===== config.mk =====
export PLATFORM = sky130hd
export DESIGN_NAME = rename_unit_flat
export DESIGN_NICKNAME = d
export VERILOG_FILES = /design/src/rtl/rename_if.sv /design/src/rtl/rename_unit.sv /design/src/flat_wrapper.sv
export SDC_FILE = /design/constraint.sdc
export NUM_CORES = 1
export LEC_CHECK = 0
export BUFFER_PORTS_ARGS = -buffer_cell sky130_fd_sc_hd__buf_2
export CAP_MARGIN = 20
export CELL_PAD_IN_SITES_DETAIL_PLACEMENT = 2
export CELL_PAD_IN_SITES_GLOBAL_PLACEMENT = 2
export CORE_ASPECT_RATIO = 2
export CORE_MARGIN = 4
export CORE_UTILIZATION = 40
export CTS_CLUSTER_SIZE = 16
export DETAILED_ROUTE_END_ITERATION = 10
export PLACE_DENSITY = 0.84
export SLEW_MARGIN = 10
export SYNTH_ARGS = -nofsm -noshare
export SYNTH_HDL_FRONTEND = slang
export SYNTH_SLANG_ARGS = --single-unit

===== constraint.sdc =====
create_clock -name clk -period 7.5 [get_ports clk]
set_input_delay 1.125 -clock clk [delete_from_list [all_inputs] [get_ports clk]]
set_output_delay 1.125 -clock clk [all_outputs]
set_load 0.05 [all_outputs]

===== src/rtl/rename_if.sv =====
// Rename stage bus: decode-side rename request/response, ROB commit port,
// flush and the speculative free count.
interface rename_if #(
    parameter int AW = 5,
    parameter int PW = 6
);
    logic          ren_valid;
    logic          ren_ready;
    logic [AW-1:0] rs_addr;
    logic [AW-1:0] rt_addr;
    logic          uses_rs;
    logic          uses_rt;
    logic [AW-1:0] rw_addr;
    logic          uses_rw;
    logic [PW-1:0] rs_phy;
    logic [PW-1:0] rt_phy;
    logic [PW-1:0] rw_phy;
    logic [PW-1:0] rw_old_phy;
    logic          commit_valid;
    logic [AW-1:0] commit_arch;
    logic [PW-1:0] commit_phy;
    logic [PW-1:0] commit_old_phy;
    logic          flush;
    logic [PW:0]   free_count;

    // Decode/ROB side
    modport master (
        output ren_valid, rs_addr, rt_addr, uses_rs, uses_rt, rw_addr, uses_rw,
               commit_valid, commit_arch, commit_phy, commit_old_phy, flush,
        input  ren_ready, rs_phy, rt_phy, rw_phy, rw_old_phy, free_count
    );

    // Rename unit side
    modport slave (
        input  ren_valid, rs_addr, rt_addr, uses_rs, uses_rt, rw_addr, uses_rw,
               commit_valid, commit_arch, commit_phy, commit_old_phy, flush,
        output ren_ready, rs_phy, rt_phy, rw_phy, rw_old_phy, free_count
    );
endinterface


===== src/rtl/rename_unit.sv =====
// Register rename: speculative and committed map tables plus free bitmaps.
// Lookups are combinational from the speculative map; allocation takes the
// lowest free physical tag; flush copies committed state over speculative
// state (including a same-cycle commit) in one cycle.
module rename_unit #(
    parameter int ARCH_REGS = 32,
    parameter int PHY_REGS  = 64
) (
    input logic    clk,
    input logic    rst_n,
    rename_if.slave rif
);
    localparam int PW = $clog2(PHY_REGS);
    localparam int CW = PW + 1;

    logic [PW-1:0]       spec_map     [ARCH_REGS];
    logic [PW-1:0]       arch_map     [ARCH_REGS];
    logic [PW-1:0]       spec_map_nxt [ARCH_REGS];
    logic [PW-1:0]       arch_map_nxt [ARCH_REGS];
    logic [PHY_REGS-1:0] spec_free, arch_free;
    logic [PHY_REGS-1:0] spec_free_nxt, arch_free_nxt;
    logic [CW-1:0]       free_cnt_q, free_cnt_nxt;

    logic [PW-1:0] alloc_idx;
    logic          any_free;
    logic          alloc_need;
    logic          fire_alloc;

    // Priority encoder: lowest set bit of the speculative free map
    always_comb begin
        alloc_idx = '0;
        for (int i = PHY_REGS - 1; i >= 0; i--) begin
            if (spec_free[i]) alloc_idx = PW'(i);
        end
    end

    assign any_free   = |spec_free;
    // Arch reg 0 is hardwired to phys 0 and never takes a new tag
    assign alloc_need = rif.uses_rw && (rif.rw_addr != '0);
    assign fire_alloc = rif.ren_valid && rif.ren_ready && alloc_need;

    // Combinational lookup from the pre-update speculative map
    always_comb begin
        rif.rs_phy     = rif.uses_rs ? spec_map[rif.rs_addr] : '0;
        rif.rt_phy     = rif.uses_rt ? spec_map[rif.rt_addr] : '0;
        rif.rw_old_phy = spec_map[rif.rw_addr];
        rif.rw_phy     = alloc_need ? alloc_idx : '0;
        rif.ren_ready  = !rif.flush && (any_free || !alloc_need);
        rif.free_count = free_cnt_q;
    end

    // Committed state update from the ROB retire port
    always_comb begin
        arch_map_nxt  = arch_map;
        arch_free_nxt = arch_free;
        if (rif.commit_valid) begin
            if (rif.commit_arch != '0)
                arch_map_nxt[rif.commit_arch] = rif.commit_phy;
            if (rif.commit_phy != '0)
                arch_free_nxt[rif.commit_phy] = 1'b0;
            if (rif.commit_old_phy != '0)
                arch_free_nxt[rif.commit_old_phy] = 1'b1;
        end
    end

    // Speculative state: flush restore wins, else rename alloc plus commit release.
    // The released tag was not free this cycle, so it never equals alloc_idx.
    always_comb begin
        spec_map_nxt  = spec_map;
        spec_free_nxt = spec_free;
        if (rif.flush) begin
            spec_map_nxt  = arch_map_nxt;
            spec_free_nxt = arch_free_nxt;
        end else begin
            if (rif.commit_valid && (rif.commit_old_phy != '0))
                spec_free_nxt[rif.commit_old_phy] = 1'b1;
            if (fire_alloc) begin
                spec_map_nxt[rif.rw_addr] = alloc_idx;
                spec_free_nxt[alloc_idx]  = 1'b0;
            end
        end
    end

    // Free count tracks the next free map so it is registered alongside it
    always_comb begin
        free_cnt_nxt = '0;
        for (int i = 0; i < PHY_REGS; i++)
            free_cnt_nxt = free_cnt_nxt + CW'(spec_free_nxt[i]);
    end

    // State registers; reset maps arch i to phys i, upper tags free
    always_ff @(posedge clk or negedge rst_n) begin
        if (!rst_n) begin
            for (int i = 0; i < ARCH_REGS; i++) begin
                spec_map[i] <= PW'(i);
                arch_map[i] <= PW'(i);
            end
            for (int i = 0; i < PHY_REGS; i++) begin
                spec_free[i] <= (i >= ARCH_REGS);
                arch_free[i] <= (i >= ARCH_REGS);
            end
            free_cnt_q <= CW'(PHY_REGS - ARCH_REGS);
        end else begin
            spec_map   <= spec_map_nxt;
            arch_map   <= arch_map_nxt;
            spec_free  <= spec_free_nxt;
            arch_free  <= arch_free_nxt;
            free_cnt_q <= free_cnt_nxt;
        end
    end
endmodule

===== src/flat_wrapper.sv =====
// flat-port wrapper written by rule: the top's interface ports become plain ports
module rename_unit_flat 
#(
    parameter int ARCH_REGS = 32,
    parameter int PHY_REGS  = 64
)
  (clk, rst_n, rif_ren_valid, rif_rs_addr, rif_rt_addr, rif_uses_rs, rif_uses_rt, rif_rw_addr, rif_uses_rw, rif_commit_valid, rif_commit_arch, rif_commit_phy, rif_commit_old_phy, rif_flush, rif_ren_ready, rif_rs_phy, rif_rt_phy, rif_rw_phy, rif_rw_old_phy, rif_free_count);
  rename_if rif_i ();
  input logic clk;
  input logic rst_n;
  input wire logic [$bits(rif_i.ren_valid)-1:0] rif_ren_valid;
  input wire logic [$bits(rif_i.rs_addr)-1:0] rif_rs_addr;
  input wire logic [$bits(rif_i.rt_addr)-1:0] rif_rt_addr;
  input wire logic [$bits(rif_i.uses_rs)-1:0] rif_uses_rs;
  input wire logic [$bits(rif_i.uses_rt)-1:0] rif_uses_rt;
  input wire logic [$bits(rif_i.rw_addr)-1:0] rif_rw_addr;
  input wire logic [$bits(rif_i.uses_rw)-1:0] rif_uses_rw;
  input wire logic [$bits(rif_i.commit_valid)-1:0] rif_commit_valid;
  input wire logic [$bits(rif_i.commit_arch)-1:0] rif_commit_arch;
  input wire logic [$bits(rif_i.commit_phy)-1:0] rif_commit_phy;
  input wire logic [$bits(rif_i.commit_old_phy)-1:0] rif_commit_old_phy;
  input wire logic [$bits(rif_i.flush)-1:0] rif_flush;
  output wire logic [$bits(rif_i.ren_ready)-1:0] rif_ren_ready;
  output wire logic [$bits(rif_i.rs_phy)-1:0] rif_rs_phy;
  output wire logic [$bits(rif_i.rt_phy)-1:0] rif_rt_phy;
  output wire logic [$bits(rif_i.rw_phy)-1:0] rif_rw_phy;
  output wire logic [$bits(rif_i.rw_old_phy)-1:0] rif_rw_old_phy;
  output wire logic [$bits(rif_i.free_count)-1:0] rif_free_count;
  assign rif_i.ren_valid = rif_ren_valid;
  assign rif_i.rs_addr = rif_rs_addr;
  assign rif_i.rt_addr = rif_rt_addr;
  assign rif_i.uses_rs = rif_uses_rs;
  assign rif_i.uses_rt = rif_uses_rt;
  assign rif_i.rw_addr = rif_rw_addr;
  assign rif_i.uses_rw = rif_uses_rw;
  assign rif_i.commit_valid = rif_commit_valid;
  assign rif_i.commit_arch = rif_commit_arch;
  assign rif_i.commit_phy = rif_commit_phy;
  assign rif_i.commit_old_phy = rif_commit_old_phy;
  assign rif_i.flush = rif_flush;
  assign rif_ren_ready = rif_i.ren_ready;
  assign rif_rs_phy = rif_i.rs_phy;
  assign rif_rt_phy = rif_i.rt_phy;
  assign rif_rw_phy = rif_i.rw_phy;
  assign rif_rw_old_phy = rif_i.rw_old_phy;
  assign rif_free_count = rif_i.free_count;
  rename_unit #(.ARCH_REGS(ARCH_REGS), .PHY_REGS(PHY_REGS)) u_core (.clk(clk), .rst_n(rst_n), .rif(rif_i));
endmodule

==> flow_results.xml <==
<?xml version="1.0" encoding="UTF-8"?>
<metrics>
  <group name="run_status">
    <metric name="run_status" unit="">finished, violations left</metric>
    <metric name="failed_checks" unit="">max-capacitance violations, max-slew violations, negative setup slack</metric>
  </group>
  <group name="yosys">
    <metric name="syn_area_per_cell" unit="µm²">11.61</metric>
    <metric name="synthCells" unit="">2501</metric>
    <metric name="synth.yosys.seq_area_share" unit="%">45.69</metric>
    <metric name="share_of_flip_flops_with_an_asynchronous_set_or_reset" unit="%">100.0</metric>
    <metric name="synth_enable_flop_cells" unit="">0</metric>
    <metric name="postSynthNetCount" unit="">2611</metric>
    <metric name="synthDominantCellAreaShare" unit="%">25.33</metric>
    <metric name="synth-seq-cells" unit="">519</metric>
    <metric name="synth_warnings" unit="">0</metric>
    <metric name="synth_top_flop_cell" unit="">dfrtp_1</metric>
    <metric name="synth_area" unit="µm²">29040</metric>
    <metric name="yosys-top-cells-area" unit="">dfrtp_1 25%, dfstp_2 20%, mux4_2 13%</metric>
    <metric name="synth.largest_area_cell" unit="">dfrtp_1</metric>
    <metric name="synth_cell_types" unit="">65</metric>
  </group>
  <group name="final_layout">
    <metric name="nFillCells" unit="">6892</metric>
    <metric name="fin_area" unit="µm²">36450</metric>
    <metric name="fraction_of_final_layout_cells_sized_beyond_drive_strength_1" unit="%">45.76</metric>
    <metric name="signed_area_change_from_the_synthesized_netlist_to_the_final_layout" unit="%">25.51</metric>
    <metric name="finish.utilization" unit="%">50.75</metric>
    <metric name="design.final.nets" unit="">3051</metric>
  </group>
  <group name="timing">
    <metric name="final_slew_viol_count" unit="">3</metric>
    <metric name="slew-limit-headroom" unit="%">-4.679</metric>
    <metric name="finalCritPeriodShare" unit="%">117.2</metric>
    <metric name="hold_viol_final" unit="">0</metric>
    <metric name="fmax" unit="GHz">0.1138</metric>
    <metric name="post-route-worst-setup-slack" unit="ns">-1.290</metric>
    <metric name="finalWorstPathRequiredPeriod" unit="ns">8.790</metric>
    <metric name="setup_skew" unit="ns">0.03430</metric>
    <metric name="rsz_0062_raised_after_global_routing" unit="">yes</metric>
    <metric name="finalSetupViolCount" unit="">7</metric>
    <metric name="slew_of_the_pin_with_the_lowest_slew_margin" unit="ns">1.554</metric>
  </group>
  <group name="critical_path">
    <metric name="cp-end-kind" unit="">flip-flop</metric>
    <metric name="critical_path_class" unit="">reg2reg</metric>
    <metric name="reg2reg_slack" unit="ns">-1.29</metric>
    <metric name="worst-path-max-fanout" unit="">4</metric>
    <metric name="critPathLaunchType" unit="">flip-flop</metric>
    <metric name="critPathArrivalTime" unit="ns">9.38</metric>
    <metric name="reg2reg_from" unit="">u_core.spec_free[63]</metric>
    <metric name="timing.reg2reg.worst_path_depth" unit="">29</metric>
    <metric name="crit_top_cell" unit="">fa_1</metric>
    <metric name="critical_path_required" unit="ns">8.09</metric>
    <metric name="critical-path-max-stage-delay" unit="ns">0.77</metric>
    <metric name="crit-reg2reg-capture" unit="">u_core.rif.free_count[5]</metric>
    <metric name="critical_path.slowest_cell" unit="">fa_2</metric>
  </group>
  <group name="detailed_routing">
    <metric name="wl_per_cell" unit="µm">46.10</metric>
    <metric name="drt_pre_antenna_iters" unit="">9</metric>
    <metric name="via_count" unit="">29040</metric>
    <metric name="drt_wl_total" unit="mm">180.4</metric>
    <metric name="routed_via_density" unit="">7.418</metric>
    <metric name="antenna_violating_nets_post_route" unit="">0</metric>
    <metric name="number_of_design_rule_violations_left_by_the_first_detailed_router_iteration" unit="">3723</metric>
    <metric name="detail_route.drc_violations" unit="">0</metric>
  </group>
  <group name="power">
    <metric name="combinational_share_of_power" unit="%">60.5</metric>
    <metric name="power.switching_fraction" unit="%">44.04</metric>
    <metric name="p_leak" unit="nW">15.10</metric>
    <metric name="clkPwrFrac" unit="%">16.8</metric>
    <metric name="net-switching-power" unit="mW">8.143</metric>
    <metric name="vdd_ir_drop_max" unit="mV">4.223</metric>
    <metric name="power_density" unit="nW/µm²">507.3</metric>
    <metric name="power.share.sequential" unit="%">22.7</metric>
    <metric name="power_report.internal_total" unit="mW">10.35</metric>
  </group>
  <group name="clocking">
    <metric name="clkSinkCount" unit="">519</metric>
    <metric name="worstSkewPairLatency" unit="ns">0.68</metric>
    <metric name="tritoncts_clock_tree" unit="">yes</metric>
    <metric name="cts.reportedPaths.clkPinSlew" unit="ns">0.07</metric>
    <metric name="post_cts_hold_buffer_count" unit="">0</metric>
    <metric name="clock_tree.buffer_depth" unit="">3</metric>
    <metric name="cts_inserted_buffers" unit="">51</metric>
    <metric name="h_tree_depth" unit="">2</metric>
    <metric name="root_buffer" unit="">clkbuf_16</metric>
  </group>
  <group name="place">
    <metric name="placedInstanceArea" unit="µm²">33510</metric>
    <metric name="detailedPlacementHpwl" unit="mm">114.9</metric>
    <metric name="dp_worst_setup_slack" unit="ns">-1.344</metric>
    <metric name="port-buffer-count" unit="">71</metric>
    <metric name="gp_congestion" unit="">1.118</metric>
  </group>
  <group name="job">
    <metric name="cap_viol_max_count" unit="">1</metric>
  </group>
  <group name="floorplanning">
    <metric name="core" unit="µm²">71830</metric>
    <metric name="floorplan.initialDensity" unit="%">40.43</metric>
    <metric name="pin_count" unit="">72</metric>
    <metric name="dieArea" unit="µm²">77240</metric>
    <metric name="std_cell_rows" unit="">139</metric>
    <metric name="floorplan_die_width" unit="µm">198.5</metric>
    <metric name="die_height" unit="µm">389.1</metric>
  </group>
  <group name="grt">
    <metric name="first_pass_grt_wire_length" unit="mm">241.1</metric>
    <metric name="antenna_violations_before_repair" unit="">16</metric>
    <metric name="grt-ovfl-total" unit="">0</metric>
    <metric name="largest_net_degree_at_the_start_of_global_routing" unit="">172</metric>
    <metric name="number_of_global_route_vias_before_repair" unit="">31280</metric>
    <metric name="grt_usage" unit="%">43.77</metric>
  </group>
  <group name="min_path">
    <metric name="worst_hold_path.num_cells" unit="">0</metric>
    <metric name="timing.hold.worst.start" unit="">u_core.arch_map[188]</metric>
    <metric name="worst_hold_path_type" unit="">reg2reg</metric>
    <metric name="hold_ep" unit="">u_core.arch_map[188]</metric>
  </group>
</metrics>
[worst max-delay path by stage]
stage	startpoint	cells past startpoint	endpoint	slack, ns
after floorplan	rif_rw_addr[4]	26	u_core.rif.free_count[6]	-0.32
after global placement	u_core.spec_free[23]	29	u_core.rif.free_count[6]	-1.08
after detailed placement	rif_rw_addr[2]	26	u_core.rif.free_count[6]	-1.34
after CTS	u_core.spec_free[59]	27	u_core.rif.free_count[6]	-0.67
after global routing	u_core.spec_free[54]	29	u_core.rif.free_count[5]	-1.42
final	u_core.spec_free[63]	29	u_core.rif.free_count[5]	-1.29
[worst max-delay path, delay by kind of cell (launching register included)]
family	cells	cell delay (ns)
xor gates and xnor gates	1	0.16
and+or+nand+nor	5	1.57
buffers and inverters	8	0.88
DFF	1	0.41
adders and majority gates	9	4.75
AOI/OAI and AO/OA	6	0.92
[cell families (layout without fill, tap and decap cells)]
family,after synthesis,in the layout,share of synthesized area [%]
compound gates,698,698,16.25
xor+xnor,4,4,0.1206
fa+ha+maj,70,70,4.412
buf+inv,251,733,3.283
flops,519,519,45.69
mux,373,373,20.92
other cells,0,15,0
simple gates,586,586,9.331
[cell type report]
class / instances / area (µm²) / area share (%)
Clock buffer: 70 / 1469 / 4.030
Tap cell: 916 / 1146 / 3.144
Inverter: 74 / 277.8 / 0.7620
Sequential cell: 519 / 13270 / 36.41
Timing Repair Buffer: 564 / 4350 / 11.93
Clock inverter: 25 / 455.4 / 1.249
Multi-Input combinational cell: 1731 / 15440 / 42.37
Antenna cell: 15 / 37.54 / 0.1030
[flip-flops by register name (all words and copies together), names as in the netlist]
register               count
u_core.arch_free          64
u_core.spec_free          64
u_core.arch_map          192
u_core.rif.free_count      7
u_core.spec_map          192
[power by group through the flow]
stage	registers (mW)	logic, mW	clock network (mW)
after floorplan	3.94	5.27	0
after global placement	4.03	8.53	0
after detailed placement	4.13	9.19	0
after CTS	4.11	10.4	3.07
after global routing	4.19	11.7	3.24
final	4.20	11.2	3.10
[timing repair]
action	in CTS	in global routing
pin swaps	18	21
endpoints found under the setup margin	7	7
buffers inserted	12	25
gates resized for setup	72	65
[per-layer routing]
layer  vias to the layer above  wire (µm)  track usage (%)
met5                         -         52          0.06498
met4                         2      27520            47.30
met3                      1429      17210            12.63
met2                      2658      84650            71.62
met1                     14620      51020            40.99
li1                      10320          -                -
[cell usage in the layout (no fill, tap or decap), types with 12 or more instances in the layout]
master     instances
a21oi_1           92
a21oi_2           15
a221o_1          100
a22oi_1           92
buf_12            13
buf_2             68
buf_4            467
clkbuf_16         52
dfrtp_1          292
dfstp_2          225
diode_2           15
fa_1              47
ha_1              16
inv_1             70
mux2_2           192
mux2i_1           13
mux4_2           168
nand2_1          177
nand2b_1          12
nand3_1           13
nor2_1           209
nor2b_1           22
nor3_1            23
nor4_1            13
o211ai_1          26
o21a_1            12
o21ai_0          233
[synthesized netlist by cell type, types with 74 or more instances]
library cell	number
a21oi_1	100
a221o_1	100
a22oi_1	93
clkbuf_1	146
dfrtp_1	294
dfstp_2	225
inv_1	74
mux2_2	192
mux4_2	168
nand2_1	179
nor2_1	216
o21ai_0	243
[per-stage QoR]
| stage | instances | setup TNS (ns) | total power, mW | hold WS, ns |
|---|---|---|---|---|
| after floorplan | 2501 | -0.9051 | 9.207 | 0.4237 |
| after global placement | 3763 | -5.912 | 12.56 | 0.3602 |
| after detailed placement | 3765 | -7.411 | 13.31 | 0.3640 |
| after CTS | 3871 | -3.342 | 17.54 | 0.3792 |
| after global routing | 3899 | -7.664 | 19.12 | 0.3909 |
| final | 3914 | -6.832 | 18.49 | 0.3773 |
Power figures use the tool's default switching activity.
